`config.mk`:
```
export PLATFORM = sky130hd
export DESIGN_NAME = msf_strobe_gen
export DESIGN_NICKNAME = d
export VERILOG_FILES = /design/src/rtl/msf_strobe_gen.sv
export SDC_FILE = /design/constraint.sdc
export NUM_CORES = 1
export LEC_CHECK = 0
export ABC_AREA = 1
export CORE_MARGIN = 10
export CORE_UTILIZATION = 55
export CTS_CLUSTER_DIAMETER = 200
export DETAILED_ROUTE_END_ITERATION = 8
export DONT_BUFFER_PORTS = 1
export PLACE_DENSITY = 0.68
export SKIP_LAST_GASP = 1
export SYNTH_ARGS = -nofsm -noshare
export SYNTH_HDL_FRONTEND = slang
export SYNTH_SLANG_ARGS = --single-unit
```
`constraint.sdc`:
```
create_clock -name clk -period 4.15 [get_ports clk]
set_input_delay 1.0375 -clock clk [delete_from_list [all_inputs] [get_ports clk]]
set_output_delay 1.0375 -clock clk [all_outputs]
set_load 0.01 [all_outputs]
```
`src/rtl/msf_strobe_gen.sv`:
```
`timescale 1ns/1ps
// MSF timing strobe generator: sample strobe, 60 kHz carrier pulse, one-second marker.
// Define MSF_PPS_SYNC_EN to build the PPS realignment path and lock tracking.
module msf_strobe_gen #(
    parameter int          PHASE_BITS       = 32,
    parameter int unsigned PHASE_INC        = 2577,
    parameter int          SAMPLE_DIV       = 16,
    parameter int          CARRIERS_PER_SEC = 60000,
    parameter int          LOCK_TOL         = 8
) (
    input  logic        clk,
    input  logic        rst,
    input  logic        enable,
    input  logic        pps_in,
    output logic        load_val,
    output logic        msf_carrier_pulse,
    output logic        one_sec_marker,
    output logic [15:0] carrier_idx,
    output logic        locked
);

    localparam int            SW        = $clog2(SAMPLE_DIV);
    localparam logic [SW-1:0] SAMP_LAST = SW'(SAMPLE_DIV - 1);
    localparam logic [15:0]   IDX_LAST  = 16'(CARRIERS_PER_SEC - 1);

    logic [PHASE_BITS-1:0] phase;
    logic [PHASE_BITS:0]   phase_sum;
    logic [SW-1:0]         samp_cnt;
    logic                  carry;
    logic                  wrap;
    logic                  pps_edge;

    assign phase_sum = {1'b0, phase} + (PHASE_BITS+1)'(PHASE_INC);
    assign carry     = phase_sum[PHASE_BITS];
    assign wrap      = carry && (carrier_idx == IDX_LAST);

    // A PPS realignment takes priority, so a coincident free-run wrap cannot add a second marker.
    always_ff @(posedge clk) begin
        if (rst) begin
            phase             <= '0;
            samp_cnt          <= '0;
            carrier_idx       <= '0;
            load_val          <= 1'b0;
            msf_carrier_pulse <= 1'b0;
            one_sec_marker    <= 1'b0;
        end else if (!enable) begin
            load_val          <= 1'b0;
            msf_carrier_pulse <= 1'b0;
            one_sec_marker    <= 1'b0;
        end else if (pps_edge) begin
            phase             <= '0;
            samp_cnt          <= '0;
            carrier_idx       <= '0;
            load_val          <= 1'b0;
            msf_carrier_pulse <= 1'b1;
            one_sec_marker    <= 1'b1;
        end else begin
            // NOTE: every register here uses <= so all updates see the pre-edge values.
            phase             <= phase_sum[PHASE_BITS-1:0];
            samp_cnt          <= (samp_cnt == SAMP_LAST) ? '0 : samp_cnt + SW'(1);
            load_val          <= (samp_cnt == SAMP_LAST);
            msf_carrier_pulse <= carry;
            one_sec_marker    <= wrap;
            if (carry) begin
                carrier_idx <= wrap ? 16'd0 : carrier_idx + 16'd1;
            end
        end
    end

`ifdef MSF_PPS_SYNC_EN

    localparam logic [16:0] WIN_LO = 17'(LOCK_TOL);
    localparam logic [16:0] WIN_HI = 17'(CARRIERS_PER_SEC - LOCK_TOL);

    localparam logic [1:0] S_SEARCH   = 2'd0;
    localparam logic [1:0] S_LOCKED   = 2'd1;
    localparam logic [1:0] S_HOLDOVER = 2'd2;

    logic [1:0] pps_sync;
    logic       pps_prev;
    logic [1:0] state;
    logic [1:0] state_next;
    logic       in_window;

    always_ff @(posedge clk) begin
        if (rst) begin
            pps_sync <= 2'b00;
            pps_prev <= 1'b0;
            pps_edge <= 1'b0;
        end else begin
            pps_sync <= {pps_sync[0], pps_in};
            pps_prev <= pps_sync[1];
            pps_edge <= pps_sync[1] & ~pps_prev;
        end
    end

    assign in_window = ({1'b0, carrier_idx} >= WIN_HI) || ({1'b0, carrier_idx} <= WIN_LO);

    // Every PPS edge makes its own marker, so a free-run wrap is always a missed second.
    always_comb begin
        // NOTE: default first so no path through this block infers a latch.
        state_next = state;
        if (pps_edge) begin
            state_next = in_window ? S_LOCKED : S_SEARCH;
        end else if (wrap) begin
            case (state)
                S_LOCKED:   state_next = S_HOLDOVER;
                S_HOLDOVER: state_next = S_SEARCH;
                default:    state_next = S_SEARCH;
            endcase
        end
    end

    always_ff @(posedge clk) begin
        if (rst) begin
            state  <= S_SEARCH;
            locked <= 1'b0;
        end else if (enable) begin
            state  <= state_next;
            locked <= (state_next != S_SEARCH);
        end
    end

`else

    // Without the PPS path the reference input and tolerance have no effect.
    logic pps_unused;
    assign pps_unused = pps_in ^ (LOCK_TOL != 0);
    assign pps_edge   = 1'b0;
    assign locked     = 1'b0;

`endif

endmodule

```
# Word level (Yosys, flattened, before mapping)
# Index checks and enable logic that the tools add are counted.
[op_classes]
n_addsub = 3
n_eq_ne = 2
n_mux = 2
bitwise_logic = 1
n_reduce_logical = 3
[ops]
columns = ["op", "count"]
rows = [
  ["adder 32 x 12 -> 33 bit (second input constant)", 1],
  ["adder 16 x 1 -> 16 bit (second input constant)", 1],
  ["== test 16 bit (second input constant)", 1],
  ["two-way mux 16 bit", 1],
  ["adder 4 x 1 -> 4 bit (second input constant)", 1],
  ["== test 4 bit (second input constant)", 1],
  ["two-way mux 4 bit", 1],
  ["AND reduction 2 bit", 1],
  ["OR reduction 2 bit", 1],
  ["logical AND 1 bit", 1],
  ["inverter 1 bit", 1],
]
[totals]
regBits = 55
inputBits = 4
out_inout_bits = 20
elab_cells = 17

# Longest topological paths before layout
[depth]
ltp_word = 3
mapped_depth = 12
ltp_nobuf = 11

# Worst setup path before layout
# OpenSTA, ideal clock, no wires.
[synth_timing]
path_type = "input-to-reg"
from = "in rst"
to = "reg phase[0]"
setup_ps = 116
arrival_ps = 1860
required_time_ps = 4034
slack_ps = 2174
path_stages = 5
path_buffers = 2
path_cell_list = "clkbuf_1 > clkinv_1 > clkbuf_1 > o21ai_0 > nor2_1"
[synth_lines]
columns = ["item", "line", "rtl"]
rows = [
  ["start, declared", "12", "input logic rst,"],
  ["end signal, assigned", "59", "phase <= phase_sum[PHASE_BITS-1:0];"],
  ["end, declared", "26", "logic [PHASE_BITS-1:0] phase;"],
]

# Worst setup path after layout
[layout_timing]
from = "reg phase[0]"
to = "reg carrier_idx[11]"
[layout_via]
elab_chain_len = 3
word_cells_on_any_way = 4
classes_between = "add/sub: 1; mux: 1; reduce/logical: 2"
[layout_lines]
columns = ["item", "line", "rtl"]
rows = [
  ["adder 32 x 12 -> 33 bit (*)", "33", "assign phase_sum = {1'b0, phase} + (PHASE_BITS+1)'(PHASE_INC);"],
  ["logical AND 1 bit", "35", "assign wrap = carry && (carrier_idx == IDX_LAST);"],
  ["two-way mux 16 bit", "65", "carrier_idx <= wrap ? 16'd0 : carrier_idx + 16'd1;"],
  ["end signal, assigned", "65", ""],
  ["end, declared", "18", "output logic [15:0] carrier_idx,"],
]
# Every way passes the cells marked *; elsewhere a longest branch is shown, timed or not.
# A chain may end at the register's enable or synchronous reset.

==> flow_summary.toml <==
[synth]
yosysMostFrequentCell = "nand2_1"
yosysTopAreaCellShare_pct = 34.5
post-synth-top-area-cell = "dfxtp_1"
syn_nets = 496
ys_ff_latch = 55
synth-main-ff-cell = "dfxtp_1"
netlist_instances = 489
yosysSeqAreaShare_pct = 34.5
async_flop_share_pct = 0
synth_edf_count = 0
ys_types = 41
ys_top_cells_by_area = "dfxtp_1, nand2_1, nor2_1"
ys_top_cells_by_count = "nand2_1, nor2_1, dfxtp_1"
syn_avg_cell_area_um2 = 6.52
syn_area_mm2 = 0.00319
yosys_warnings = 0

[detailed_routing]
wl_met1_mm = 3.48
dr_total_vias = 3013
wirelength_mm = 7.53
dr_wl_met3_um = 429
wl_per_cell_um = 13.6
viasPerCell = 5.43
first_pass_iters = 4
antenna_left = 0
drt_iter0_markers = 177
highest_layer = "met4"
met2_length_mm = 3.55
drcViolationCount = 0

[final_layout]
drive_gt1_share_pct = 8.28
antenna_cells = 0
n_fill_cell = 551
multi_input_area_mm2 = 0.00182
syn_to_final_growth_pct = 3.92
num-nets-final = 490
regArea_mm2 = 0.00110

[global_route]
grt_pass1_wl_mm = 12.6
grt_max_degree = 44
grt_overflow = 0
grt_pass1_vias = 2674
antenna_found_initial = 0
grt.total_usage_pct = 16.7

[clock_network]
cts_tree = "yes"
clk_path_buf_depth = 2
cts_buffers = 5
cts_root_buffer = "clkbuf_8"
cts_setup_buffers = 0
hold_buffers = 0
numClockSinks = 55
path_clk_slew_ps = 100
htree_levels = 2
clk_latency_ps = 310
ctsResizeCount = 0

[setup_path]
crit_cells = 10
slowest_stage = "dfxtp_1"
critPathArrivalTime_ps = 2350
max_stage_delay_ps = 410
crit_type = "flip-flop to flip-flop"
critPathBufInv = 0
path_delay_family = "simple AND/OR/NAND/NOR gates"
crit_chain = "ha_1 -> nand3_2 -> a21oi_1 -> nand2_1 -> nand2_2 -> nand3_2 -> nor2_1 -> nand2_1 -> nand2_1 -> nor2_1"
r2r_slack_ps = 2010
start_kind = "flip-flop"
cpMostUsedCell = "nand2_1"
rr_worst_depth = 10
worstPathRequired_ps = 4360
end_kind = "flip-flop"
crit_path_max_fanout = 12

[outcome]
outcome = "finished, final reports clean"

[timing]
holdWs_ps = 494
tightest_slew_ps = 953
fin_crit_sh_pct = 51.6
fin_crit_ps = 2140
slew_headroom_pct = 36.1
clock.fmax_ghz = 0.467
drv_slew = 0
rsz0062_at_grt = "no"
finalHoldViolCount = 0
setup_ws_ps = 2010
setup_viol = 0
fin_skew_ps = 9.44
fin_setup_tns_ps = 0

[place]
dp_hpwl_mm = 5.43
place_ws_ps = 1810
gp_congestion = 0.868
port_buffers = 0

[die]
chipWidth_um = 96.2
fp.dieArea_mm2 = 0.00925
io_pins = 24
row_count = 27
initial_utilization_pct = 57.2
core-area_mm2 = 0.00557
die_h_um = 96.2

[pwr]
power_density_mw_per_mm2 = 283
ir_worst_vdd_uv = 155
p_leak_nw = 1.30
power_mw = 0.938

[hold_path]
holdPathStages = 1
holdCritPathClass = "flip-flop to flip-flop"

[flow_run]
maxCapViolations = 0
layout make-up:
cell class | count | share of cell area, %
flip-flops and latches | 55 | 33.2
clock buffers | 5 | 2.08
multi-input cells | 367 | 54.8
inverters | 54 | 6.11
well taps | 72 | 2.72
clock inverters | 2 | 1.13
placed cells by master (no fill, tap or decap), drive strengths merged, types with 5 or more instances in the layout:
cell / synthesis / routed
dfxtp: 55 / 55
nor3: 12 / 12
nand4: 21 / 21
nor2: 84 / 84
nand2: 125 / 125
o21ai: 26 / 26
inv: 53 / 53
nand3: 42 / 42
a21oi: 34 / 34
clkbuf: 7 / 5
state kept, by name (all words and copies together), names as in the netlist:
name,cells
carrier_idx,16
load_val,1
msf_carrier_pulse,1
one_sec_marker,1
phase,32
samp_cnt,4
per-stage QoR:
stage,cell area [um^2],utilization [%],cells
5_1_grt,3320,59.5,555
2_1_floorplan,3190,-,489
3_5_place_dp,3210,57.6,548
4_1_cts,3320,59.5,555
3_3_place_gp,3210,57.6,548
6_report,3320,59.5,555
path summary, 6_finish.rpt:
path	startpoint	endpoint
max	phase[0]	carrier_idx[11]
max reg2reg	phase[0]	carrier_idx[11]
min reg2reg	samp_cnt[3]	samp_cnt[3]
min	samp_cnt[3]	samp_cnt[3]
report_power, final:
| part | internal (mW) | total, mW | switching [mW] |
|---|---|---|---|
| clock | 0.177 | 0.352 | 0.176 |
| combinational | 0.0129 | 0.0403 | 0.0274 |
| sequential | 0.536 | 0.546 | 0.00942 |
kinds of logic (layout without fill, tap and decap cells):
family | Yosys count | count (layout) | share of synthesized area [%]
compound gates | 65 | 65 | 11.1
xor+xnor | 4 | 4 | 1.10
fa+ha+maj | 3 | 3 | 1.18
buf+inv | 67 | 61 | 8.59
flops | 55 | 55 | 34.5
other cells | 1 | 1 | 0.118
simple gates | 294 | 294 | 43.4
layer usage:
metal  GRT usage [%]  vias up
met5               0        -
met4            4.42        0
met3            3.66        6
met2            27.9       63
met1            21.1     1362
li1                -     1582
(Power assumes the default switching activity.)
